File: src/rtl/reg_file_8x32_pkg.sv
// Shared constants for the 8-entry register file: default widths,
// entry count and the value every entry takes on reset.
`timescale 1ns/1ps
package reg_file_8x32_pkg;

    localparam int DEF_DATA_W = 32;
    localparam int DEF_ADDR_W = 3;
    localparam int NUM_REGS   = 1 << DEF_ADDR_W;

    localparam logic [DEF_DATA_W-1:0] RESET_VAL = 32'h0000_0000;

endpackage : reg_file_8x32_pkg

File: src/rtl/reg_file_8x32_if.sv
// Write/read bus of the register file. The master side owns the write
// port and the read address; the slave side returns the read data.
`timescale 1ns/1ps
interface reg_file_8x32_if
    import reg_file_8x32_pkg::*;
#(
    parameter int DATA_W = DEF_DATA_W,
    parameter int ADDR_W = DEF_ADDR_W
);

    logic              we;
    logic [ADDR_W-1:0] wAddr;
    logic [DATA_W-1:0] wData;
    logic [ADDR_W-1:0] rAddr;
    logic [DATA_W-1:0] rData;

    modport master (
        output we,
        output wAddr,
        output wData,
        output rAddr,
        input  rData
    );

    modport slave (
        input  we,
        input  wAddr,
        input  wData,
        input  rAddr,
        output rData
    );

endinterface : reg_file_8x32_if

File: src/rtl/reg_file_8x32_reg32_en.sv
// One DATA_W-bit storage register with a load enable. Cleared
// asynchronously by reset_n, which takes priority over a load.
`timescale 1ns/1ps
module reg32_en
    import reg_file_8x32_pkg::*;
#(
    parameter int DATA_W = DEF_DATA_W
) (
    input  logic              clk,
    input  logic              reset_n,
    input  logic              load,
    input  logic [DATA_W-1:0] d,
    output logic [DATA_W-1:0] q
);

    // Hold the stored word; capture d on a clock edge when load is set.
    // NOTE: clocked state uses non-blocking (<=) so every register samples
    // its inputs before any of them update, independent of block order.
    always_ff @(posedge clk or negedge reset_n) begin
        if (!reset_n) begin
            q <= DATA_W'(RESET_VAL);
        end else if (load) begin
            q <= d;
        end
    end

endmodule : reg32_en

File: src/rtl/reg_file_8x32.sv
// Eight-entry register file: one synchronous write port gated by we and
// one purely combinational read port with no write-to-read bypass.
`timescale 1ns/1ps
module reg_file_8x32
    import reg_file_8x32_pkg::*;
#(
    parameter int DATA_W = DEF_DATA_W,
    parameter int ADDR_W = DEF_ADDR_W
) (
    input  logic             clk,
    input  logic             reset_n,
    reg_file_8x32_if.slave   bus
);

    localparam int DEPTH = 1 << ADDR_W;

    logic [DEPTH-1:0]  load_en;
    logic [DATA_W-1:0] entries [DEPTH];

    // Decode the write address into one-hot load enables, gated by we.
    // NOTE: load_en gets a full default before the conditional update, so
    // no path leaves it unassigned and no latch is inferred.
    always_comb begin
        load_en = '0;
        if (bus.we) begin
            load_en[bus.wAddr] = 1'b1;
        end
    end

    // NOTE: the storage is built from individually reset flops rather than
    // a RAM macro, because every entry must read zero straight after reset.
    for (genvar i = 0; i < DEPTH; i++) begin : g_entry
        reg32_en #(
            .DATA_W (DATA_W)
        ) u_reg (
            .clk     (clk),
            .reset_n (reset_n),
            .load    (load_en[i]),
            .d       (bus.wData),
            .q       (entries[i])
        );
    end

    // Read mux: rData follows rAddr within the same cycle; an entry being
    // written shows its old value until the clock edge.
    always_comb begin
        bus.rData = entries[bus.rAddr];
    end

endmodule : reg_file_8x32

File: src/flat_wrapper.sv
// flat-port wrapper written by rule: the top's interface ports become plain ports
module reg_file_8x32_flat import reg_file_8x32_pkg::*;
#(
    parameter int DATA_W = DEF_DATA_W,
    parameter int ADDR_W = DEF_ADDR_W
)
  (clk, reset_n, bus_we, bus_wAddr, bus_wData, bus_rAddr, bus_rData);
  reg_file_8x32_if #(.DATA_W(DATA_W), .ADDR_W(ADDR_W)) bus_i ();
  input  logic clk;
  input  logic reset_n;
  input wire logic [$bits(bus_i.we)-1:0] bus_we;
  input wire logic [$bits(bus_i.wAddr)-1:0] bus_wAddr;
  input wire logic [$bits(bus_i.wData)-1:0] bus_wData;
  input wire logic [$bits(bus_i.rAddr)-1:0] bus_rAddr;
  output wire logic [$bits(bus_i.rData)-1:0] bus_rData;
  assign bus_i.we = bus_we;
  assign bus_i.wAddr = bus_wAddr;
  assign bus_i.wData = bus_wData;
  assign bus_i.rAddr = bus_rAddr;
  assign bus_rData = bus_i.rData;
  reg_file_8x32 #(.DATA_W(DATA_W), .ADDR_W(ADDR_W)) u_core (.clk(clk), .reset_n(reset_n), .bus(bus_i));
endmodule
File: config.mk
export PLATFORM = sky130hd
export DESIGN_NAME = reg_file_8x32_flat
export DESIGN_NICKNAME = d
export VERILOG_FILES = /design/src/rtl/reg_file_8x32_pkg.sv /design/src/rtl/reg_file_8x32_if.sv /design/src/rtl/reg_file_8x32_reg32_en.sv /design/src/rtl/reg_file_8x32.sv /design/src/flat_wrapper.sv
export SDC_FILE = /design/constraint.sdc
export NUM_CORES = 1
export LEC_CHECK = 0
export ABC_AREA = 1
export BUFFER_PORTS_ARGS = -buffer_cell sky130_fd_sc_hd__buf_2
export CAP_MARGIN = 20
export CORE_ASPECT_RATIO = 1.75
export CORE_MARGIN = 1
export CORE_UTILIZATION = 34
export CTS_CLUSTER_SIZE = 30
export DETAILED_ROUTE_END_ITERATION = 16
export GPL_ROUTABILITY_DRIVEN = 0
export PLACE_DENSITY = 0.56
export REMOVE_ABC_BUFFERS = 1
export SLEW_MARGIN = 20
export SYNTH_ARGS = -nofsm -noshare
export SYNTH_HDL_FRONTEND = slang
export SYNTH_SLANG_ARGS = --single-unit
File: constraint.sdc
create_clock -name clk -period 1.24 [get_ports clk]
set_clock_uncertainty 0.15 [all_clocks]
set_input_delay 0.248 -clock clk [delete_from_list [all_inputs] [get_ports clk]]
set_output_delay 0.248 -clock clk [all_outputs]
set_load 0.05 [all_outputs]
==> results.json <==
{
  "status": "complete, but fails checks",
  "violations": "hold timing, setup timing",
  "drcViolationCount": 0,
  "die_width_um": 147,
  "coreArea_sq_um": 36000,
  "report.final.hold_viol_count": 12,
  "hold_buffers": 33,
  "fmax_ghz": 0.525,
  "setup_viol": 32,
  "netlist_instances": 1716,
  "p_leak_nw": 8.58,
  "synth.distinct_cells": 17,
  "largest-register": "u_core.g_entry.u_reg.q",
  "cp_cell_sequence": "inv_1 -> nand2_1 -> nand3_1 -> nand2_1 -> nand2_2 -> nand2_4 -> buf_8",
  "cts_tree": "built",
  "grt_pass1_wl_um": 56800,
  "endpoint_kind": "output pin",
  "crit_type": "reg2out",
  "r2r-start": "u_core.g_entry[7].u_reg.q[16]$_DFFE_PN0P_",
  "avgViaCountPerCell": 4.63,
  "hp-class": "in2async",
  "dr.pass1.iters": 6,
  "nNetsFinal": 1919,
  "reg2regPathDepth": 6,
  "antenna_found_initial": 1,
  "ys.flop_type": "dfrtp_1",
  "dieArea_sq_um": 37500,
  "period_needed_ns": 1.90,
  "synth_seq_cells": 256,
  "seqCellArea_sq_um": 6410,
  "powerDensity_nw_per_um2": 1500,
  "cp_slowest_stage_delay_ns": 0.39,
  "layout_setup_ws_ns": -0.664,
  "grt.overflow.total": 0,
  "grt_pass1_vias": 11000,
  "vias": 10900,
  "drive_gt1_frac": 0.165,
  "clock_sinks": 256,
  "grt.total_usage": 0.189,
  "cpMostUsedCell": "nand2_1",
  "vdd_drop_max_v": 0.000945,
  "num_io_pins": 73,
  "start_kind": "flop",
  "cts_root_buf": "clkbuf_16",
  "postSynth.asyncResetShare": 1.00,
  "syn-cell-area_sq_um": 12500,
  "rsz0062_at_grt": "yes",
  "hold-worst-slack_ns": -0.0379,
  "io_buffer_count": 72,
  "reg2reg_slack_ns": 0.11,
  "cp_top_family": "flip-flops",
  "crit_arrival_ns": 1.51,
  "relSlewSlack": 0.781,
  "total_power_mw": 24.1,
  "yosysWarnings": 0,
  "path_clk_slew_ns": 0.07,
  "critical_path_buf_inv_count": 2,
  "worst_pin_slew_ns": 0.329,
  "r2r_end": "u_core.g_entry[7].u_reg.q[16]$_DFFE_PN0P_",
  "htree_levels": 1,
  "area_growth_syn_to_layout_pct": 28.7,
  "grt_max_degree": 60,
  "wl_per_cell_um": 14.4,
  "final.period_utilization": 1.54,
  "finish.utilization": 0.445,
  "synth_edf_count": 0,
  "cts_buffer_depth": 3,
  "wirelength_um": 34100,
  "reg_top3": "u_core.g_entry.u_reg.q (256)",
  "required_ns": 0.84,
  "cp.depth": 7,
  "drv_cap": 0,
  "fp.dieH_um": 255,
  "postSynthAreaPerCell_sq_um": 7.26,
  "dp_hpwl_um": 21400,
  "cpMaxStageDelayCell": "dfrtp_1",
  "initial_utilization": 0.346,
  "drtAntennaViolNets": 0,
  "numCtsBuffers": 25,
  "multiInputGateArea_sq_um": 4710,
  "critPathMaxFanout": 2,
  "nFillCells": 3593,
  "drt_iter0_markers": 719,
  "yosysSeqAreaShare": 0.514,
  "largest_reg_flops": 256,
  "placementRows": 92,
  "clkLatencyLatePin_ns": 0.55,
  "maxSlewViolCount": 0
}
-- what timing repair did --
item	CTS	global route
pin swaps	52	51
hold endpoints to repair	510	12
setup endpoints to repair	32	34
setup buffers	27	27
gates resized for setup	117	47
-- stage by stage --
stage | hold slack (ns) | instances | TNS [ns] | setup slack (ns) | area (sq um)
floorplan | -0.198 | 1620 | -130.98 | -1.77 | 12000
global placement | -0.0548 | 2244 | -51.12 | -0.557 | 14100
detailed placement | -0.0547 | 2244 | -57.45 | -0.553 | 14100
CTS | -0.0539 | 2346 | -20.94 | -0.671 | 15800
global route | -0.0297 | 2364 | -22.33 | -0.736 | 16000
finish | -0.0379 | 2364 | -19.39 | -0.664 | 16000
-- how the worst max path moves through the flow --
stage	startpoint	to
2_1_floorplan	bus_rAddr[0]	bus_rData[30]
4_1_cts	u_core.g_entry[1].u_reg.q[19]$_DFFE_PN0P_	bus_rData[19]
3_5_place_dp	bus_rAddr[0]	bus_rData[13]
5_1_grt	u_core.g_entry[1].u_reg.q[19]$_DFFE_PN0P_	bus_rData[19]
3_3_place_gp	bus_rAddr[0]	bus_rData[5]
6_report	u_core.g_entry[0].u_reg.q[16]$_DFFE_PN0P_	bus_rData[16]
-- synthesized netlist by cell type (3+ instances only) --
master,count,share of area
buf_2,40,0.016
inv_1,294,0.089
o21ai_0,252,0.10
nand2_2,5,0.0025
o21ai_1,4,0.0016
nand3_1,128,0.051
clkbuf_1,39,0.012
buf_1,11,0.0033
dfrtp_1,256,0.51
nand2_1,674,0.20
nor2_1,3,0.00090
buf_4,3,0.0018
clkbuf_2,3,0.0012
-- routing by layer --
layer	global-route usage	up-vias	wire [um]
met1	0.235	5220	14800
met2	0.336	163	17500
met4	0.0628	0	699
met5	0	-	0
li1	-	5508	-
met3	0.0209	43	1170
-- cell families (layout without fill, tap and decap cells) --
family                 after synthesis  after routing  synth area share
DFF                                256            256             0.514
and+or+nand+nor                    813            813             0.260
other                                0              1                 0
AOI/OAI and AO/OA                  256            256             0.103
buffers and inverters              391            568             0.123
-- area by class of cell --
class | count | share of cell area
repair buffers | 231 | 0.152
well taps | 470 | 0.0367
inverters | 295 | 0.0692
clock inverters | 7 | 0.00437
flip-flops and latches | 256 | 0.399
multi-input cells | 1069 | 0.294
diodes | 1 | 0.000156
clock buffers | 35 | 0.0445
-- placed cells by master (no fill, tap or decap), types with 15 or more instances in the layout --
| master | instances |
|---|---|
| clkbuf_16 | 25 |
| buf_12 | 41 |
| nand2_1 | 643 |
| inv_2 | 18 |
| buf_8 | 15 |
| buf_6 | 25 |
| nand2_2 | 35 |
| inv_1 | 276 |
| o21ai_0 | 251 |
| buf_4 | 79 |
| dfrtp_1 | 256 |
| dlygate4sd3_1 | 33 |
| nand3_1 | 109 |
| buf_2 | 38 |
| nand3_2 | 20 |
-- where the power goes --
group	leakage [nW]	total [mW]	switching [mW]	internal, mW
Clock	0.390	7.46	3.25	4.21
Sequential	3.21	10.7	0.785	9.94
Combinational	4.99	5.94	3.36	2.57
Power figures use the tool's default switching activity.
